$ cat src/rtl/mem_arb_pkg.sv
// Shared types for the fetch/data memory port arbiter.
// Size encoding matches the dSize field driven by the load/store unit.
package mem_arb_pkg;

    typedef enum logic [1:0] {
        SZ_BYTE = 2'b00,
        SZ_HALF = 2'b01,
        SZ_WORD = 2'b10,
        SZ_ILL  = 2'b11
    } mem_size_t;

    typedef enum logic {
        IDLE   = 1'b0,
        RMW_WR = 1'b1
    } arb_state_t;

    typedef enum logic {
        GNT_FETCH = 1'b0,
        GNT_DATA  = 1'b1
    } gnt_t;

endpackage

$ cat src/rtl/mem_port_arbiter_if.sv
// Core-side fetch/data handshakes plus the RAM-side bus of the arbiter.
// slave is the arbiter's view; master is the core and RAM environment.
interface mem_port_arbiter_if #(
    parameter int unsigned dataW       = 32,
    parameter int unsigned RAMAddrSize = 32
);
    logic                   ifReq;
    logic [RAMAddrSize-1:0] ifAddr;
    logic                   ifGnt;
    logic                   ifRspValid;
    logic [dataW-1:0]       ifRspData;
    logic                   ifErr;

    logic                   dReq;
    logic                   dWrite;
    logic [1:0]             dSize;
    logic                   dUnsigned;
    logic [RAMAddrSize-1:0] dAddr;
    logic [dataW-1:0]       dWData;
    logic                   dGnt;
    logic                   dRspValid;
    logic [dataW-1:0]       dRspData;
    logic                   dErr;

    logic [RAMAddrSize-1:0] RAMAddr;
    logic [dataW-1:0]       RAMDataIn;
    logic                   RAMWriteCtl;
    logic [dataW-1:0]       RAMDataOut;

    modport slave (
        input  ifReq, ifAddr, dReq, dWrite, dSize, dUnsigned, dAddr, dWData, RAMDataOut,
        output ifGnt, ifRspValid, ifRspData, ifErr, dGnt, dRspValid, dRspData, dErr,
        output RAMAddr, RAMDataIn, RAMWriteCtl
    );

    modport master (
        output ifReq, ifAddr, dReq, dWrite, dSize, dUnsigned, dAddr, dWData, RAMDataOut,
        input  ifGnt, ifRspValid, ifRspData, ifErr, dGnt, dRspValid, dRspData, dErr,
        input  RAMAddr, RAMDataIn, RAMWriteCtl
    );
endinterface

$ cat src/rtl/mem_lane_align.sv
// Combinational lane logic: sub-word extract with sign/zero extension,
// store lane merge into the old word, and the alignment check.
module mem_lane_align
    import mem_arb_pkg::*;
#(
    parameter int unsigned dataW = 32
) (
    input  mem_size_t        size,
    input  logic             is_unsigned,
    input  logic [1:0]       addr_lo,
    input  logic [dataW-1:0] rdata,
    input  logic [dataW-1:0] wdata,
    output logic [dataW-1:0] load_data,
    output logic [dataW-1:0] merged,
    output logic             misaligned
);
    logic [7:0]  byte_v;
    logic [15:0] half_v;

    always_comb begin
        byte_v     = rdata[{addr_lo, 3'b000} +: 8];
        half_v     = rdata[{addr_lo[1], 4'b0000} +: 16];
        misaligned = 1'b0;
        load_data  = rdata;
        merged     = rdata;
        unique case (size)
            SZ_BYTE: begin
                load_data = {{(dataW-8){~is_unsigned & byte_v[7]}}, byte_v};
                merged[{addr_lo, 3'b000} +: 8] = wdata[7:0];
            end
            SZ_HALF: begin
                misaligned = addr_lo[0];
                load_data  = {{(dataW-16){~is_unsigned & half_v[15]}}, half_v};
                merged[{addr_lo[1], 4'b0000} +: 16] = wdata[15:0];
            end
            SZ_WORD: misaligned = |addr_lo;
            SZ_ILL:  misaligned = 1'b1;
        endcase
    end
endmodule

$ cat src/rtl/mem_port_arbiter.sv
// Round-robin arbiter sharing one word-wide zero-delay RAM between fetch and
// load/store; sub-word stores become a read then a merged write.
module mem_port_arbiter
    import mem_arb_pkg::*;
#(
    parameter int unsigned dataW       = 32,
    parameter int unsigned RAMAddrSize = 32
) (
    input logic               clock,
    input logic               nReset,
    mem_port_arbiter_if.slave bus
);
    arb_state_t             state_q, state_d;
    gnt_t                   last_gnt_q, last_gnt_d;
    logic [RAMAddrSize-1:0] addr_q;
    logic [RAMAddrSize-1:0] ram_addr;
    logic [dataW-1:0]       ram_wdata;
    logic                   ram_we;
    logic [dataW-1:0]       merged_q;
    logic                   if_gnt, d_gnt, d_rmw;
    logic                   if_misaligned, d_misaligned;
    logic [dataW-1:0]       d_load_data, d_merged;
    mem_size_t              d_size;

    logic                   if_rsp_valid_q, if_err_q;
    logic [dataW-1:0]       if_rsp_data_q;
    logic                   d_rsp_valid_q, d_err_q;
    logic [dataW-1:0]       d_rsp_data_q;

    assign d_size        = mem_size_t'(bus.dSize);
    assign if_misaligned = |bus.ifAddr[1:0];

    mem_lane_align #(
        .dataW(dataW)
    ) u_align (
        .size       (d_size),
        .is_unsigned(bus.dUnsigned),
        .addr_lo    (bus.dAddr[1:0]),
        .rdata      (bus.RAMDataOut),
        .wdata      (bus.dWData),
        .load_data  (d_load_data),
        .merged     (d_merged),
        .misaligned (d_misaligned)
    );

    always_comb begin
        state_d    = state_q;
        last_gnt_d = last_gnt_q;
        if_gnt     = 1'b0;
        d_gnt      = 1'b0;
        d_rmw      = 1'b0;
        ram_addr   = addr_q;
        ram_wdata  = '0;
        ram_we     = 1'b0;
        unique case (state_q)
            IDLE: begin
                if (bus.ifReq && bus.dReq) begin
                    d_gnt  = (last_gnt_q == GNT_FETCH);
                    if_gnt = ~d_gnt;
                end else begin
                    if_gnt = bus.ifReq;
                    d_gnt  = bus.dReq;
                end
                if (d_gnt) begin
                    last_gnt_d = GNT_DATA;
                    // Misaligned or illegal requests leave the RAM bus untouched.
                    if (!d_misaligned) begin
                        ram_addr = {bus.dAddr[RAMAddrSize-1:2], 2'b00};
                        if (bus.dWrite) begin
                            if (d_size == SZ_WORD) begin
                                ram_we    = 1'b1;
                                ram_wdata = bus.dWData;
                            end else begin
                                d_rmw   = 1'b1;
                                state_d = RMW_WR;
                            end
                        end
                    end
                end else if (if_gnt) begin
                    last_gnt_d = GNT_FETCH;
                    if (!if_misaligned) begin
                        ram_addr = {bus.ifAddr[RAMAddrSize-1:2], 2'b00};
                    end
                end
            end
            RMW_WR: begin
                ram_we    = 1'b1;
                ram_wdata = merged_q;
                state_d   = IDLE;
            end
        endcase
    end

    always_ff @(posedge clock or negedge nReset) begin
        if (!nReset) begin
            state_q    <= IDLE;
            last_gnt_q <= GNT_FETCH;
            addr_q     <= '0;
            merged_q   <= '0;
        end else begin
            state_q    <= state_d;
            last_gnt_q <= last_gnt_d;
            // addr_q doubles as the RMW write address, held from the read cycle.
            addr_q     <= ram_addr;
            if (d_rmw) begin
                merged_q <= d_merged;
            end
        end
    end

    always_ff @(posedge clock or negedge nReset) begin
        if (!nReset) begin
            if_rsp_valid_q <= 1'b0;
            if_rsp_data_q  <= '0;
            if_err_q       <= 1'b0;
            d_rsp_valid_q  <= 1'b0;
            d_rsp_data_q   <= '0;
            d_err_q        <= 1'b0;
        end else begin
            if_rsp_valid_q <= if_gnt;
            if_rsp_data_q  <= (if_gnt && !if_misaligned) ? bus.RAMDataOut : '0;
            if_err_q       <= if_gnt && if_misaligned;
            d_rsp_valid_q  <= (d_gnt && !d_rmw) || (state_q == RMW_WR);
            d_rsp_data_q   <= (d_gnt && !bus.dWrite && !d_misaligned) ? d_load_data : '0;
            d_err_q        <= d_gnt && d_misaligned;
        end
    end

    assign bus.ifGnt       = if_gnt;
    assign bus.dGnt        = d_gnt;
    assign bus.ifRspValid  = if_rsp_valid_q;
    assign bus.ifRspData   = if_rsp_data_q;
    assign bus.ifErr       = if_err_q;
    assign bus.dRspValid   = d_rsp_valid_q;
    assign bus.dRspData    = d_rsp_data_q;
    assign bus.dErr        = d_err_q;
    assign bus.RAMAddr     = ram_addr;
    assign bus.RAMDataIn   = ram_wdata;
    assign bus.RAMWriteCtl = ram_we;
endmodule

$ cat src/flat_wrapper.sv
// flat-port wrapper written by rule: the top's interface ports become plain ports
module mem_port_arbiter_flat import mem_arb_pkg::*;
#(
    parameter int unsigned dataW       = 32,
    parameter int unsigned RAMAddrSize = 32
)
  (clock, nReset, bus_ifReq, bus_ifAddr, bus_dReq, bus_dWrite, bus_dSize, bus_dUnsigned, bus_dAddr, bus_dWData, bus_RAMDataOut, bus_ifGnt, bus_ifRspValid, bus_ifRspData, bus_ifErr, bus_dGnt, bus_dRspValid, bus_dRspData, bus_dErr, bus_RAMAddr, bus_RAMDataIn, bus_RAMWriteCtl);
  mem_port_arbiter_if #(.dataW(dataW), .RAMAddrSize(RAMAddrSize)) bus_i ();
  input logic clock;
  input logic nReset;
  input wire logic [$bits(bus_i.ifReq)-1:0] bus_ifReq;
  input wire logic [$bits(bus_i.ifAddr)-1:0] bus_ifAddr;
  input wire logic [$bits(bus_i.dReq)-1:0] bus_dReq;
  input wire logic [$bits(bus_i.dWrite)-1:0] bus_dWrite;
  input wire logic [$bits(bus_i.dSize)-1:0] bus_dSize;
  input wire logic [$bits(bus_i.dUnsigned)-1:0] bus_dUnsigned;
  input wire logic [$bits(bus_i.dAddr)-1:0] bus_dAddr;
  input wire logic [$bits(bus_i.dWData)-1:0] bus_dWData;
  input wire logic [$bits(bus_i.RAMDataOut)-1:0] bus_RAMDataOut;
  output wire logic [$bits(bus_i.ifGnt)-1:0] bus_ifGnt;
  output wire logic [$bits(bus_i.ifRspValid)-1:0] bus_ifRspValid;
  output wire logic [$bits(bus_i.ifRspData)-1:0] bus_ifRspData;
  output wire logic [$bits(bus_i.ifErr)-1:0] bus_ifErr;
  output wire logic [$bits(bus_i.dGnt)-1:0] bus_dGnt;
  output wire logic [$bits(bus_i.dRspValid)-1:0] bus_dRspValid;
  output wire logic [$bits(bus_i.dRspData)-1:0] bus_dRspData;
  output wire logic [$bits(bus_i.dErr)-1:0] bus_dErr;
  output wire logic [$bits(bus_i.RAMAddr)-1:0] bus_RAMAddr;
  output wire logic [$bits(bus_i.RAMDataIn)-1:0] bus_RAMDataIn;
  output wire logic [$bits(bus_i.RAMWriteCtl)-1:0] bus_RAMWriteCtl;
  assign bus_i.ifReq = bus_ifReq;
  assign bus_i.ifAddr = bus_ifAddr;
  assign bus_i.dReq = bus_dReq;
  assign bus_i.dWrite = bus_dWrite;
  assign bus_i.dSize = bus_dSize;
  assign bus_i.dUnsigned = bus_dUnsigned;
  assign bus_i.dAddr = bus_dAddr;
  assign bus_i.dWData = bus_dWData;
  assign bus_i.RAMDataOut = bus_RAMDataOut;
  assign bus_ifGnt = bus_i.ifGnt;
  assign bus_ifRspValid = bus_i.ifRspValid;
  assign bus_ifRspData = bus_i.ifRspData;
  assign bus_ifErr = bus_i.ifErr;
  assign bus_dGnt = bus_i.dGnt;
  assign bus_dRspValid = bus_i.dRspValid;
  assign bus_dRspData = bus_i.dRspData;
  assign bus_dErr = bus_i.dErr;
  assign bus_RAMAddr = bus_i.RAMAddr;
  assign bus_RAMDataIn = bus_i.RAMDataIn;
  assign bus_RAMWriteCtl = bus_i.RAMWriteCtl;
  mem_port_arbiter #(.dataW(dataW), .RAMAddrSize(RAMAddrSize)) u_core (.clock(clock), .nReset(nReset), .bus(bus_i));
endmodule
$ cat config.mk
export PLATFORM = sky130hd
export DESIGN_NAME = mem_port_arbiter_flat
export DESIGN_NICKNAME = d
export VERILOG_FILES = /design/src/rtl/mem_arb_pkg.sv /design/src/rtl/mem_port_arbiter_if.sv /design/src/rtl/mem_lane_align.sv /design/src/rtl/mem_port_arbiter.sv /design/src/flat_wrapper.sv
export SDC_FILE = /design/constraint.sdc
export NUM_CORES = 1
export LEC_CHECK = 0
export CORE_MARGIN = 5
export CORE_UTILIZATION = 47
export CTS_BUF_LIST = sky130_fd_sc_hd__clkbuf_4 sky130_fd_sc_hd__clkbuf_8 sky130_fd_sc_hd__clkbuf_16
export CTS_CLUSTER_DIAMETER = 80
export CTS_CLUSTER_SIZE = 20
export DETAILED_ROUTE_END_ITERATION = 7
export PLACE_DENSITY = 0.95
export SLEW_MARGIN = 40
export SYNTH_ARGS = -nofsm -noshare
export SYNTH_HDL_FRONTEND = slang
export SYNTH_SLANG_ARGS = --single-unit
$ cat constraint.sdc
create_clock -name clock -period 8.32 [get_ports clock]
set_input_delay 1.248 -clock clock [delete_from_list [all_inputs] [get_ports clock]]
set_output_delay 1.248 -clock clock [all_outputs]
set_load 0.02 [all_outputs]
==> flow_metrics.tcl <==
set metrics [dict create \
    track_usage_pct 29.2 \
    max_cap_viol_count 0 \
    drt.antenna.violating_nets 0 \
    vdd_drop_max_uv 143 \
    max_slew_margin_pct 47.0 \
    path_buf_inv 4 \
    synth_commonest_cells "dfrtp_1, a21oi_1, nor2_1, inv_1, a22o_1" \
    critPathTopFamily "buffers and inverters" \
    cp-end-kind "output pin" \
    clk_pin_slew_worst_paths_ns 0.06 \
    start_kind "input pin" \
    clkPwrFrac_pct 34.9 \
    synth_top_area_share_pct 50.9 \
    async_flop_share_pct 100 \
    avgSynthCellArea_um2 9.75 \
    crit_path_max_fanout 33 \
    timing.fmax_mhz 169 \
    cts_setup_buffers 0 \
    finalHoldViolations 0 \
    status "finished clean" \
    drt-total-wl_um 24500 \
    synthTopCellsByArea "dfrtp_1, a22o_1, a21oi_1" \
    fin_nets 1059 \
    swShare_pct 30.2 \
    hold_class "flop to flop" \
    cts_resized 0 \
    slowest_stage "clkdlybuf4s50_1" \
    grt_max_degree 84 \
    drive_gt1_share_pct 6.45 \
    port_buffers 270 \
    drt_iter0_markers 1069 \
    vias 6660 \
    coreArea_mm2 0.0138 \
    fin_area_mm2 0.00990 \
    antenna_cells 0 \
    worstPathCellList "clkdlybuf4s50_1, inv_1, ha_1, nor2b_1, o211ai_1, buf_4, and2_4, a21oi_1, clkdlybuf4s50_1" \
    routed_via_density 6.00 \
    yosysTopAreaCell "dfrtp_1" \
    fp.dieH_um 128 \
    gr-total-overflow 0 \
    die_w_um 128 \
    ys_types 48 \
    powerDensity_mw_per_mm2 202 \
    syn_nets 817 \
    p_sw_uw 603 \
    p_comb_share_pct 25.6 \
    tightest_slew_ns 0.784 \
    cts_num_sinks 134 \
    synth_most_common_cell "dfrtp_1" \
    fin_crit_sh_pct 71.0 \
    synth-edff-count 0 \
    cts-root-buf "clkbuf_16" \
    cts_buffers 17 \
    crit_path_max_incr_delay_ns 0.93 \
    drt-pass1-iter-count 8 \
    syn_to_final_growth_pct 50.2 \
    internal_power_mw 1.39 \
    setup_violations 0 \
    rsz0062_at_grt "no" \
    maxSlewViolCount 0 \
    pin_count 271 \
    place_area_mm2 0.00933 \
    netlist_area_mm2 0.00659 \
    row_count 43 \
    leakage_nw 4.35 \
    insertion_delay_ns 0.43 \
    crit_path_frequent_cell "clkdlybuf4s50_1" \
    drc_errors 0 \
    antenna_found_initial 0 \
    hpwl_um 17800 \
    place_congestion 0.947 \
    crit_arrival_ns 4.66 \
    yosys_warnings 0 \
    num-fill-cells 999 \
    grt_pass1_vias 6669 \
    ctsLongestPathBuffers 2 \
    cts.htree.levels 4 \
    seqPwrFrac_pct 39.5 \
    netlist_instances 676 \
    die_area_mm2 0.0165 \
    fin_skew_ns 0.00942 \
    tritoncts "yes" \
    initial_core_util_pct 47.7 \
    wl_per_cell_um 22.1 \
    worst_ep_required_time_ns 7.07 \
    synth_flop_cell "dfrtp_1" \
    seq_area_frac_synth_pct 50.9 \
    worst-setup-path-type "input pin to output pin" \
    grt_first_pass_wirelength_um 36900 \
    period_needed_ns 5.91 \
    fin_setup_tns_ns 0 \
    synth-seq-cells 134 \
    hold_buffers 0 \
]
==> cells by family (layout without fill, tap and decap cells) <==
group	count (synthesis)	in the layout	synth area share (%)
flops	134	134	50.9
compound gates	263	263	26.9
mux	18	18	3.08
simple gates	141	141	10.7
buf+inv	115	369	7.50
fa+ha+maj	5	5	0.949
==> worst reg2reg max path, stage by stage (launching register included) <==
cell and delay [ns]:
dfrtp_1 0.40, nor2b_1 0.33, or4_4 0.60, and2_4 0.50, a21oi_1 0.19
==> path summary, 6_finish.rpt <==
path,from,to,slack [ns],depth (start not counted)
max in group asynchronous,nReset,u_core.merged_q[28],6.48,2
worst min-delay path,u_core.addr_q[29],u_core.addr_q[29],0.50,2
worst max-delay path,bus_dAddr[0],bus_RAMAddr[12],2.41,9
worst min register to register,u_core.addr_q[29],u_core.addr_q[29],0.50,2
worst max register to register,u_core.last_gnt_q,u_core.addr_q[12],6.14,4
min in group asynchronous,nReset,u_core.addr_q[24],0.76,1
==> flip-flops by register name (all words and copies together), names as in the netlist, 32 cells and up <==
signal and count:
u_core.merged_q 32, u_core.bus.ifRspData 32, u_core.bus.dRspData 32, u_core.addr_q 32
==> per-stage QoR <==
step | setup WS [ns] | hold WS (ns) | total power, mW | instances | util (%)
after global placement | 2.33 | 0.492 | 1.28 | 1079 | 67.3
after floorplan | 3.71 | 0.482 | 1.04 | 676 | -
after CTS | 2.46 | 0.509 | 2.00 | 1110 | 71.5
after detailed placement | 2.45 | 0.498 | 1.30 | 1079 | 67.5
final | 2.41 | 0.504 | 2.00 | 1110 | 71.6
after global routing | 2.19 | 0.520 | 2.07 | 1110 | 71.6
==> power by group through the flow <==
stage          Clock [mW]  Combinational [mW]  Sequential [mW]
2_1_floorplan           0               0.246            0.797
3_3_place_gp            0               0.487            0.793
3_5_place_dp            0               0.504            0.797
4_1_cts             0.704               0.508            0.788
5_1_grt             0.729               0.547            0.798
6_report            0.697               0.511            0.789
==> placed cells by master (no fill, tap or decap), drive strengths merged, types with 9 or more instances in the layout <==
cell type        n
a2bb2oi         12
nor2            62
a21oi           91
dfrtp          134
o22ai           39
inv             62
buf              9
clkbuf          23
mux2i            9
o21ai           18
a221oi          10
and2            12
a22o            59
clkdlybuf4s50  267
nand2           25
nand3b           9
a22oi           20
==> cell type report <==
class,count,area (um2),area share (%)
Tap cell,180,225,2.27
Multi-Input combinational cell,427,2790,28.1
Clock inverter,9,71.3,0.720
Inverter,61,229,2.31
Sequential cell,134,3350,33.9
Timing Repair Buffer,277,2760,27.8
Clock buffer,22,482,4.86
==> metal layers <==
metal	GRT usage (%)	part of all wire, %
met5	0	0
met4	15.0	4.8
met3	9.30	12
met2	47.8	47
met1	34.6	36
(Power assumes the default switching activity.)
